### config.mk
export PLATFORM = sky130hd
export DESIGN_NAME = mc_ctrl_unit
export DESIGN_NICKNAME = d
export VERILOG_FILES = /design/src/rtl/mc_ctrl_pkg.sv /design/src/rtl/mc_ctrl_unit_alu_dec.sv /design/src/rtl/mc_ctrl_unit.sv
export SDC_FILE = /design/constraint.sdc
export NUM_CORES = 1
export LEC_CHECK = 0
export CAP_MARGIN = 10
export CORE_MARGIN = 4
export CORE_UTILIZATION = 35
export DETAILED_ROUTE_END_ITERATION = 16
export PLACE_DENSITY = 0.85
export SETUP_SLACK_MARGIN = 0.4
export SLEW_MARGIN = 20
export SYNTH_ARGS = -nofsm -noshare
export SYNTH_HDL_FRONTEND = slang
export SYNTH_SLANG_ARGS = --single-unit
### constraint.sdc
create_clock -name clk -period 1.8 [get_ports clk]
set_input_delay 0.45 -clock clk [delete_from_list [all_inputs] [get_ports clk]]
set_output_delay 0.45 -clock clk [all_outputs]
set_load 0.05 [all_outputs]
### src/rtl/mc_ctrl_pkg.sv
// mc_ctrl_pkg: shared definitions for the multi-cycle MIPS control unit.
//   - state_t     : controller state encodings (visible on state_out)
//   - OP_* / FUN_*: opcode and R-type function field values
//   - ALU_*       : ALU_Control operation codes
//   - PCS_*, SRCA_*, SRCB_*, DST_*, WB_*: datapath mux select encodings
//   - CLS_*       : which rule picks ALU_Control in the current state
package mc_ctrl_pkg;

  typedef enum logic [3:0] {
    S_IF   = 4'd0,
    S_ID   = 4'd1,
    S_MA   = 4'd2,
    S_MR   = 4'd3,
    S_LWB  = 4'd4,
    S_MW   = 4'd5,
    S_REX  = 4'd6,
    S_RWB  = 4'd7,
    S_BR   = 4'd8,
    S_J    = 4'd9,
    S_JAL  = 4'd10,
    S_IEX  = 4'd11,
    S_IWB  = 4'd12,
    S_TRAP = 4'd13,
    S_U14  = 4'd14,
    S_U15  = 4'd15
  } state_t;

  // Opcodes (instruction[31:26])
  localparam logic [5:0] OP_RTYPE = 6'b000000;
  localparam logic [5:0] OP_J     = 6'b000010;
  localparam logic [5:0] OP_JAL   = 6'b000011;
  localparam logic [5:0] OP_BEQ   = 6'b000100;
  localparam logic [5:0] OP_BNE   = 6'b000101;
  localparam logic [5:0] OP_ADDI  = 6'b001000;
  localparam logic [5:0] OP_SLTI  = 6'b001010;
  localparam logic [5:0] OP_LW    = 6'b100011;
  localparam logic [5:0] OP_SW    = 6'b101011;

  // R-type function codes (instruction[5:0])
  localparam logic [5:0] FUN_ADD = 6'b100000;
  localparam logic [5:0] FUN_SUB = 6'b100010;
  localparam logic [5:0] FUN_AND = 6'b100100;
  localparam logic [5:0] FUN_OR  = 6'b100101;
  localparam logic [5:0] FUN_XOR = 6'b100110;
  localparam logic [5:0] FUN_NOR = 6'b100111;
  localparam logic [5:0] FUN_SLT = 6'b101010;
  localparam logic [5:0] FUN_SRL = 6'b000010;

  // ALU_Control codes
  localparam logic [2:0] ALU_AND = 3'b000;
  localparam logic [2:0] ALU_OR  = 3'b001;
  localparam logic [2:0] ALU_ADD = 3'b010;
  localparam logic [2:0] ALU_XOR = 3'b011;
  localparam logic [2:0] ALU_NOR = 3'b100;
  localparam logic [2:0] ALU_SRL = 3'b101;
  localparam logic [2:0] ALU_SUB = 3'b110;
  localparam logic [2:0] ALU_SLT = 3'b111;

  // PC source select
  localparam logic [1:0] PCS_ALU    = 2'b00;
  localparam logic [1:0] PCS_ALUOUT = 2'b01;
  localparam logic [1:0] PCS_JUMP   = 2'b10;

  // ALU operand selects
  localparam logic       SRCA_PC      = 1'b0;
  localparam logic       SRCA_REG     = 1'b1;
  localparam logic [1:0] SRCB_REG     = 2'b00;
  localparam logic [1:0] SRCB_FOUR    = 2'b01;
  localparam logic [1:0] SRCB_IMM     = 2'b10;
  localparam logic [1:0] SRCB_IMM_SL2 = 2'b11;

  // Register destination select
  localparam logic [1:0] DST_RT = 2'b00;
  localparam logic [1:0] DST_RD = 2'b01;
  localparam logic [1:0] DST_RA = 2'b10;

  // Write-back data select
  localparam logic [1:0] WB_ALUOUT = 2'b00;
  localparam logic [1:0] WB_MDR    = 2'b01;
  localparam logic [1:0] WB_PC     = 2'b10;

  // ALU control class of the current state
  localparam logic [2:0] CLS_NONE  = 3'd0;
  localparam logic [2:0] CLS_ADD   = 3'd1;
  localparam logic [2:0] CLS_SUB   = 3'd2;
  localparam logic [2:0] CLS_RTYPE = 3'd3;
  localparam logic [2:0] CLS_ITYPE = 3'd4;

  // Loads and stores share the address-calculation state.
  function automatic logic is_mem_op(input logic [5:0] op);
    return (op == OP_LW) || (op == OP_SW);
  endfunction

endpackage

### src/rtl/mc_ctrl_unit_alu_dec.sv
// alu_ctrl_dec: combinational ALU control decoder.
//   cls         in  3  ALU control class of the current state (CLS_*)
//   op          in  6  instruction opcode
//   fun         in  6  R-type function field
//   alu_control out 3  ALU operation for the datapath
//   fun_legal   out 1  fun is one of the supported R-type functions
// fun_legal depends only on fun so the ID state can use it to pick
// between S_REX and S_TRAP regardless of the class it presents.
module alu_ctrl_dec
  import mc_ctrl_pkg::*;
(
  input  logic [2:0] cls,
  input  logic [5:0] op,
  input  logic [5:0] fun,
  output logic [2:0] alu_control,
  output logic       fun_legal
);

  logic [2:0] r_code;

  always_comb begin
    r_code    = ALU_AND;
    fun_legal = 1'b1;
    case (fun)
      FUN_ADD: r_code = ALU_ADD;
      FUN_SUB: r_code = ALU_SUB;
      FUN_AND: r_code = ALU_AND;
      FUN_OR:  r_code = ALU_OR;
      FUN_XOR: r_code = ALU_XOR;
      FUN_NOR: r_code = ALU_NOR;
      FUN_SLT: r_code = ALU_SLT;
      FUN_SRL: r_code = ALU_SRL;
      default: fun_legal = 1'b0;
    endcase
  end

  always_comb begin
    alu_control = ALU_AND;
    case (cls)
      CLS_ADD:   alu_control = ALU_ADD;
      CLS_SUB:   alu_control = ALU_SUB;
      CLS_RTYPE: alu_control = r_code;
      CLS_ITYPE: alu_control = (op == OP_SLTI) ? ALU_SLT : ALU_ADD;
      default:   alu_control = ALU_AND;
    endcase
  end

endmodule

### src/rtl/mc_ctrl_unit.sv
// mc_ctrl_unit: multi-cycle MIPS control FSM driving the datapath.
//   clk, rst      : clock (rising edge), async active-high reset
//   OP, Fun       : instruction[31:26] and instruction[5:0]
//   MIO_ready     : memory transfer completes this cycle
//   MemRead, MemWrite, IorD, IRWrite        : memory/IR controls
//   PCWrite, Branch, BranchN, PCSource      : PC update controls
//   ALUSrc_A, ALUSrc_B, ALU_Control         : ALU operand/op controls
//   RegDst, MemtoReg, RegWrite              : register write-back controls
//   illegal       : one-cycle pulse on an undecodable instruction
//   state_out     : current state, for debug
// Moore machine except IRWrite/PCWrite in S_IF, which follow MIO_ready
// so the fetch commits in the cycle the memory answers.
//
// Handshake: MIO_ready is a completion strobe. In S_IF, S_MR and S_MW the
// request (MemRead/MemWrite with its address select) is held steady every
// cycle until MIO_ready=1 is seen at a rising clock edge; that edge
// completes the transfer and the FSM leaves the state. MIO_ready is
// ignored in all other states.
module mc_ctrl_unit
  import mc_ctrl_pkg::*;
#(
  parameter logic [3:0] RESET_STATE = 4'd0
) (
  input  logic       clk,
  input  logic       rst,
  input  logic [5:0] OP,
  input  logic [5:0] Fun,
  input  logic       MIO_ready,
  output logic       MemRead,
  output logic       MemWrite,
  output logic       IorD,
  output logic       IRWrite,
  output logic       PCWrite,
  output logic       Branch,
  output logic       BranchN,
  output logic [1:0] PCSource,
  output logic       ALUSrc_A,
  output logic [1:0] ALUSrc_B,
  output logic [2:0] ALU_Control,
  output logic [1:0] RegDst,
  output logic [1:0] MemtoReg,
  output logic       RegWrite,
  output logic       illegal,
  output logic [3:0] state_out
);

  state_t     state;
  state_t     next_state;
  logic [2:0] alu_cls;
  logic       fun_legal;

  // Write enables before reset gating.
  logic ir_write_c;
  logic pc_write_c;
  logic reg_write_c;
  logic mem_write_c;

  always_ff @(posedge clk or posedge rst) begin
    if (rst) state <= state_t'(RESET_STATE);
    else     state <= next_state;
  end

  // ALU class depends only on state; kept apart from the main decode so
  // the decoder output does not loop back through one combinational block.
  always_comb begin
    alu_cls = CLS_NONE;
    case (state)
      S_IF, S_ID, S_MA: alu_cls = CLS_ADD;
      S_BR:             alu_cls = CLS_SUB;
      S_REX:            alu_cls = CLS_RTYPE;
      S_IEX:            alu_cls = CLS_ITYPE;
      default:          alu_cls = CLS_NONE;
    endcase
  end

  alu_ctrl_dec u_alu_dec (
    .cls         (alu_cls),
    .op          (OP),
    .fun         (Fun),
    .alu_control (ALU_Control),
    .fun_legal   (fun_legal)
  );

  always_comb begin
    next_state  = S_IF;
    MemRead     = 1'b0;
    IorD        = 1'b0;
    Branch      = 1'b0;
    BranchN     = 1'b0;
    PCSource    = PCS_ALU;
    ALUSrc_A    = SRCA_PC;
    ALUSrc_B    = SRCB_REG;
    RegDst      = DST_RT;
    MemtoReg    = WB_ALUOUT;
    illegal     = 1'b0;
    ir_write_c  = 1'b0;
    pc_write_c  = 1'b0;
    reg_write_c = 1'b0;
    mem_write_c = 1'b0;

    case (state)
      S_IF: begin
        MemRead    = 1'b1;
        ALUSrc_B   = SRCB_FOUR;
        ir_write_c = MIO_ready;
        pc_write_c = MIO_ready;
        next_state = MIO_ready ? S_ID : S_IF;
      end

      S_ID: begin
        // ALUOut captures PC+4 + (imm<<2) here for a possible branch.
        ALUSrc_B = SRCB_IMM_SL2;
        case (OP)
          OP_LW, OP_SW:      next_state = S_MA;
          OP_RTYPE:          next_state = fun_legal ? S_REX : S_TRAP;
          OP_BEQ, OP_BNE:    next_state = S_BR;
          OP_J:              next_state = S_J;
          OP_JAL:            next_state = S_JAL;
          OP_ADDI, OP_SLTI:  next_state = S_IEX;
          default:           next_state = S_TRAP;
        endcase
      end

      S_MA: begin
        ALUSrc_A   = SRCA_REG;
        ALUSrc_B   = SRCB_IMM;
        next_state = (OP == OP_LW) ? S_MR : S_MW;
      end

      S_MR: begin
        MemRead    = 1'b1;
        IorD       = 1'b1;
        next_state = MIO_ready ? S_LWB : S_MR;
      end

      S_LWB: begin
        RegDst      = DST_RT;
        MemtoReg    = WB_MDR;
        reg_write_c = 1'b1;
      end

      S_MW: begin
        mem_write_c = 1'b1;
        IorD        = 1'b1;
        next_state  = MIO_ready ? S_IF : S_MW;
      end

      S_REX: begin
        ALUSrc_A   = SRCA_REG;
        ALUSrc_B   = SRCB_REG;
        next_state = S_RWB;
      end

      S_RWB: begin
        RegDst      = DST_RD;
        MemtoReg    = WB_ALUOUT;
        reg_write_c = 1'b1;
      end

      S_BR: begin
        // Zero flag comes from A-B; target was left in ALUOut by S_ID.
        ALUSrc_A = SRCA_REG;
        ALUSrc_B = SRCB_REG;
        PCSource = PCS_ALUOUT;
        Branch   = (OP == OP_BEQ);
        BranchN  = (OP == OP_BNE);
      end

      S_J: begin
        PCSource   = PCS_JUMP;
        pc_write_c = 1'b1;
      end

      S_JAL: begin
        // PC already holds the return address (PC+4) from the fetch.
        PCSource    = PCS_JUMP;
        pc_write_c  = 1'b1;
        RegDst      = DST_RA;
        MemtoReg    = WB_PC;
        reg_write_c = 1'b1;
      end

      S_IEX: begin
        ALUSrc_A   = SRCA_REG;
        ALUSrc_B   = SRCB_IMM;
        next_state = S_IWB;
      end

      S_IWB: begin
        RegDst      = DST_RT;
        MemtoReg    = WB_ALUOUT;
        reg_write_c = 1'b1;
      end

      S_TRAP: begin
        illegal = 1'b1;
      end

      default: begin
        next_state = S_IF;
      end
    endcase
  end

  // Reset is asynchronous, so the FSM already sits in S_IF while rst is
  // high; gating here keeps the Mealy fetch writes from firing then.
  assign IRWrite  = ir_write_c  & ~rst;
  assign PCWrite  = pc_write_c  & ~rst;
  assign RegWrite = reg_write_c & ~rst;
  assign MemWrite = mem_write_c & ~rst;

  assign state_out = state;

endmodule

==> impl_metrics.json, run 1 <==
{
  "yosys_register_bits": 4,
  "initial_core_util_pct": 37.8,
  "cts_post_setup_buffers_inserted": 34,
  "yosys-mux-area-fraction_pct": 2.65,
  "pin_count": 40,
  "cts_root_buf": "clkbuf_4",
  "async_flop_share_pct": 100,
  "numPortBuffers": 39,
  "synthAdderAreaFrac_pct": 1.32,
  "synth_top_area_cell": "dfrtp_1",
  "cts_sinks": 4,
  "error_line": "[ERROR DPL-0038] Utilization greater than 100%, impossible to legalize",
  "dieWidth_um": 54.5,
  "synth_xor_area_share_pct": 3.48,
  "yosys_warnings": 0,
  "htree_num_levels": 1,
  "synth_top_family_by_area": "simple AND/OR/NAND/NOR gates",
  "syn_nets": 134,
  "syn_avg_cell_area_um2": 6.35,
  "syn_area_um2": 756,
  "synth_edf_count": 0,
  "numCtsBuffers": 3,
  "synthFlopType": "dfrtp_1",
  "yosys.area_share.simple_pct": 44.9,
  "clk_path_buf_depth": 2,
  "synth_area_leaders": "dfrtp_1, nand2_1, nor2_1",
  "syn_inst": 119,
  "ys_seq_area_share_pct": 13.2,
  "postPlaceCellArea_mm2": 0.00195,
  "cts_resized": 134,
  "dp.cells": 221,
  "die_h_um": 54.5,
  "synth-compound-area-share_pct": 26.7,
  "rows": 16,
  "place_hpwl_mm": 3.93,
  "postCtsHoldBufs": 0,
  "place_congestion": 0.932,
  "lastStage": "clock tree synthesis (4_1_cts)",
  "synth_top_cell_area_share_pct": 13.2,
  "outcome": "stopped before the end",
  "yosysUniqueCellTypes": 43
}
stage by stage:
step / setup slack, ns / utilization (%)
after detailed placement: -0.576 / 97.2
after global placement: -0.525 / 97.2
after floorplan: -0.205 / -
kinds of logic after synthesis:
kind of cell,after synthesis
muxes,2
adders and majority gates,1
and+or+nand+nor,66
buffers and inverters,14
DFF,4
xor gates and xnor gates,3
AOI/OAI and AO/OA,29
synth_stat cells, types with 3 or more instances:
master    instances
a21oi_1           4
nor2b_1           3
nand2_1          17
inv_1             6
dfrtp_1           4
o21ai_0           7
nor3_1            7
clkbuf_1          4
nor4_1            3
nand3_1           5
nor2_1           13
nand4b_1          3
nand2b_1          5
==> inputs of run 2 (changes only) <==
--- a/config.mk
+++ b/config.mk
@@ -6,11 +6,10 @@
 export NUM_CORES = 1
 export LEC_CHECK = 0
 export CAP_MARGIN = 10
-export CORE_MARGIN = 4
-export CORE_UTILIZATION = 35
+export CORE_AREA = 4 4 65 67
 export DETAILED_ROUTE_END_ITERATION = 16
-export PLACE_DENSITY = 0.85
-export SETUP_SLACK_MARGIN = 0.4
+export DIE_AREA = 0 0 69 71
+export PLACE_DENSITY_LB_ADDON = 0.15
 export SLEW_MARGIN = 20
 export SYNTH_ARGS = -nofsm -noshare
 export SYNTH_HDL_FRONTEND = slang
==> constraint.sdc (replaced) <==
create_clock -name clk -period 2.3 [get_ports clk]
set_input_delay 0.575 -clock clk [delete_from_list [all_inputs] [get_ports clk]]
set_output_delay 0.575 -clock clk [all_outputs]
set_load 0.05 [all_outputs]
==> run 2 against run 1 <==
The flow now finishes without violations. Synthesized area unchanged. Synthesized cell count unchanged.
==> impl_metrics.json, run 2 <==
{
  "outcome": "finished clean",
  "synth.most_common_cell": "nand2_1",
  "clk_path_buf_depth": 2,
  "rsz0062_at_grt": "true",
  "syn_area_um2": 756,
  "num_antenna_cells": 0,
  "coreArea_mm2": 0.00363,
  "tritoncts": "built",
  "synthFlopType": "dfrtp_1",
  "power.density_mw_per_mm2": 1000,
  "hold_viol": 0,
  "dr.pass1.iters": 4,
  "layout_commonest_cell": "buf_4",
  "insertion_delay_ns": 0.22,
  "htree_num_levels": 1,
  "synth_top_cell_area_share_pct": 13.2,
  "cp.arrival_ns": 1.65,
  "syn_inst": 119,
  "ys_seq_area_share_pct": 13.2,
  "synth_top_area_cell": "dfrtp_1",
  "leakagePower_nw": 0.750,
  "crit_type": "in2out",
  "slew_headroom_pct": 65.4,
  "path_clk_slew_ns": 0.03,
  "pin_count": 40,
  "rows": 22,
  "drt-total-wl_mm": 3.12,
  "grt_pass1_wl_mm": 5.22,
  "drive_above_1_share_pct": 48.4,
  "async_flop_share_pct": 100,
  "die-area_mm2": 0.00490,
  "syn_avg_cell_area_um2": 6.35,
  "path_cells": "buf_2 -> or3b_4 -> nor4_4 -> and2_4 -> buf_12",
  "finClkSkew_ns": 0.00257,
  "critPathMaxFanout": 2,
  "hold_path_class": "in2async",
  "postCtsHoldBufs": 0,
  "yosys_register_bits": 4,
  "cp-start-kind": "input pin",
  "synth_area_leaders": "dfrtp_1, nand2_1, nor2_1",
  "yosysUniqueCellTypes": 43,
  "initial_core_util_pct": 20.8,
  "finalMaxSlewViolations": 0,
  "grt_max_degree": 16,
  "worstMarginPinSlew_ns": 0.515,
  "route.detailed.wl_per_inst_um": 13.5,
  "fillCellCount": 364,
  "vias_per_cell": 4.83,
  "setup_viol": 0,
  "min_period_ns": 2.22,
  "die_h_um": 71,
  "numPortBuffers": 39,
  "critPathRequiredTime_ns": 1.73,
  "drcViolationCount": 0,
  "overflow": 0,
  "postPlaceCellArea_mm2": 0.00166,
  "crit_path_end_kind": "output port",
  "largest_reg_flops": 4,
  "antenna_left": 0,
  "synth_edf_count": 0,
  "track_usage_pct": 12.7,
  "drv_cap": 0,
  "cts_root_buf": "clkbuf_8",
  "holdWs_ns": 0.675,
  "period_share_pct": 96.7,
  "fmax_mhz": 450,
  "max_stage_delay_ns": 0.41,
  "fin_nets": 201,
  "place_hpwl_mm": 2.48,
  "ir_drop_mv": 0.532,
  "syn2layout_area_growth_pct": 133,
  "cts_sinks": 4,
  "grt_pass1_vias": 1051,
  "place_congestion": 0.803,
  "final_cell_area_mm2": 0.00176,
  "first_iter_violations": 81,
  "via_count": 1120,
  "syn_nets": 134,
  "yosys_warnings": 0,
  "synthTopCellsByCount": "nand2_1, nor2_1, nor3_1, o21ai_0, inv_1",
  "cp_slowest_cell": "or3b_4",
  "dieWidth_um": 69,
  "numCtsBuffers": 3,
  "grt_antenna_before_repair": 0,
  "final_cell_mix": "buf_4, buf_12, nand2_1"
}
## run 2: cell counts after synthesis
No cell type changed its count.
## run 2: cell families after synthesis
| family | Yosys count | share of synthesized area (%) |
|---|---|---|
| flip-flops | 4 | 13.2 |
| adder cells (fa/ha/maj) | 1 | 1.32 |
| multiplexers | 2 | 2.65 |
| AO/OA/AOI/OAI | 29 | 26.7 |
| AND/OR/NAND/NOR | 66 | 44.9 |
| buffers and inverters | 14 | 7.78 |
| XOR/XNOR | 3 | 3.48 |
## run 2: metal layers
layer  share of wire, %  GRT usage, %  vias to the layer above
li1                   -             -                      561
met3                4.7          3.69                        2
met2                 48          20.6                       32
met4               0.26          2.60                        0
met5                  0             0                        -
met1                 47          16.7                      525
## run 2: cell type report
cell class                      count  area, µm²  area share, %
Inverter                            6       22.5           1.28
Clock buffer                        3       41.3           2.35
Tap cell                           48       60.1           3.41
Multi-Input combinational cell    101        731           41.5
Sequential cell                     4        104           5.90
Timing Repair Buffer               70        801           45.5
## run 2: final timing paths
kind,startpoint,end,slack (ns),depth (start not counted)
worst max register to register,state_out[1]$_DFF_PP0_,state_out[0]$_DFF_PP0_,0.76,4
worst min register to register,state_out[3]$_DFF_PP0_,state_out[0]$_DFF_PP0_,0.67,2
min in group clk,state_out[3]$_DFF_PP0_,state_out[0]$_DFF_PP0_,0.68,2
worst min-delay path,rst,state_out[1]$_DFF_PP0_,0.67,3
worst max-delay path,OP[3],BranchN,0.08,5
max in group asynchronous,rst,state_out[0]$_DFF_PP0_,1.50,3
## run 2: per-stage QoR
| stage | setup TNS, ns | utilization [%] | worst slack, ns | power [mW] | cells |
|---|---|---|---|---|---|
| global placement | -1.69 | 45.7 | -0.415 | 1.58 | 225 |
| CTS | -0.0442 | 47.2 | -0.0442 | 1.74 | 228 |
| global route | -0.0115 | 48.4 | -0.00653 | 1.87 | 232 |
| detailed placement | -1.72 | 45.7 | -0.435 | 1.58 | 225 |
| floorplan | -0.941 | - | -0.374 | 0.918 | 119 |
| finish | 0 | 48.4 | 0.0762 | 1.77 | 232 |
## run 2: where the power goes
group	switching, mW	internal [mW]
clock	0.0342	0.111
combinational	0.819	0.655
sequential	0.0489	0.0986
total	0.902	0.865
## run 2: critical path, delay by kind of cell
kind / cells / cell delay (ns)
and+or+nand+nor: 3 / 0.85
buffers and inverters: 2 / 0.24
## run 2: repair_timing
action / 4_1_cts / 5_1_grt
resized for setup: 36 / 7
pin swaps: 9 / 6
endpoints found under the setup margin: 5 / 6
buffers inserted: 0 / 4
No activity file was read; power rests on OpenSTA's default activity.
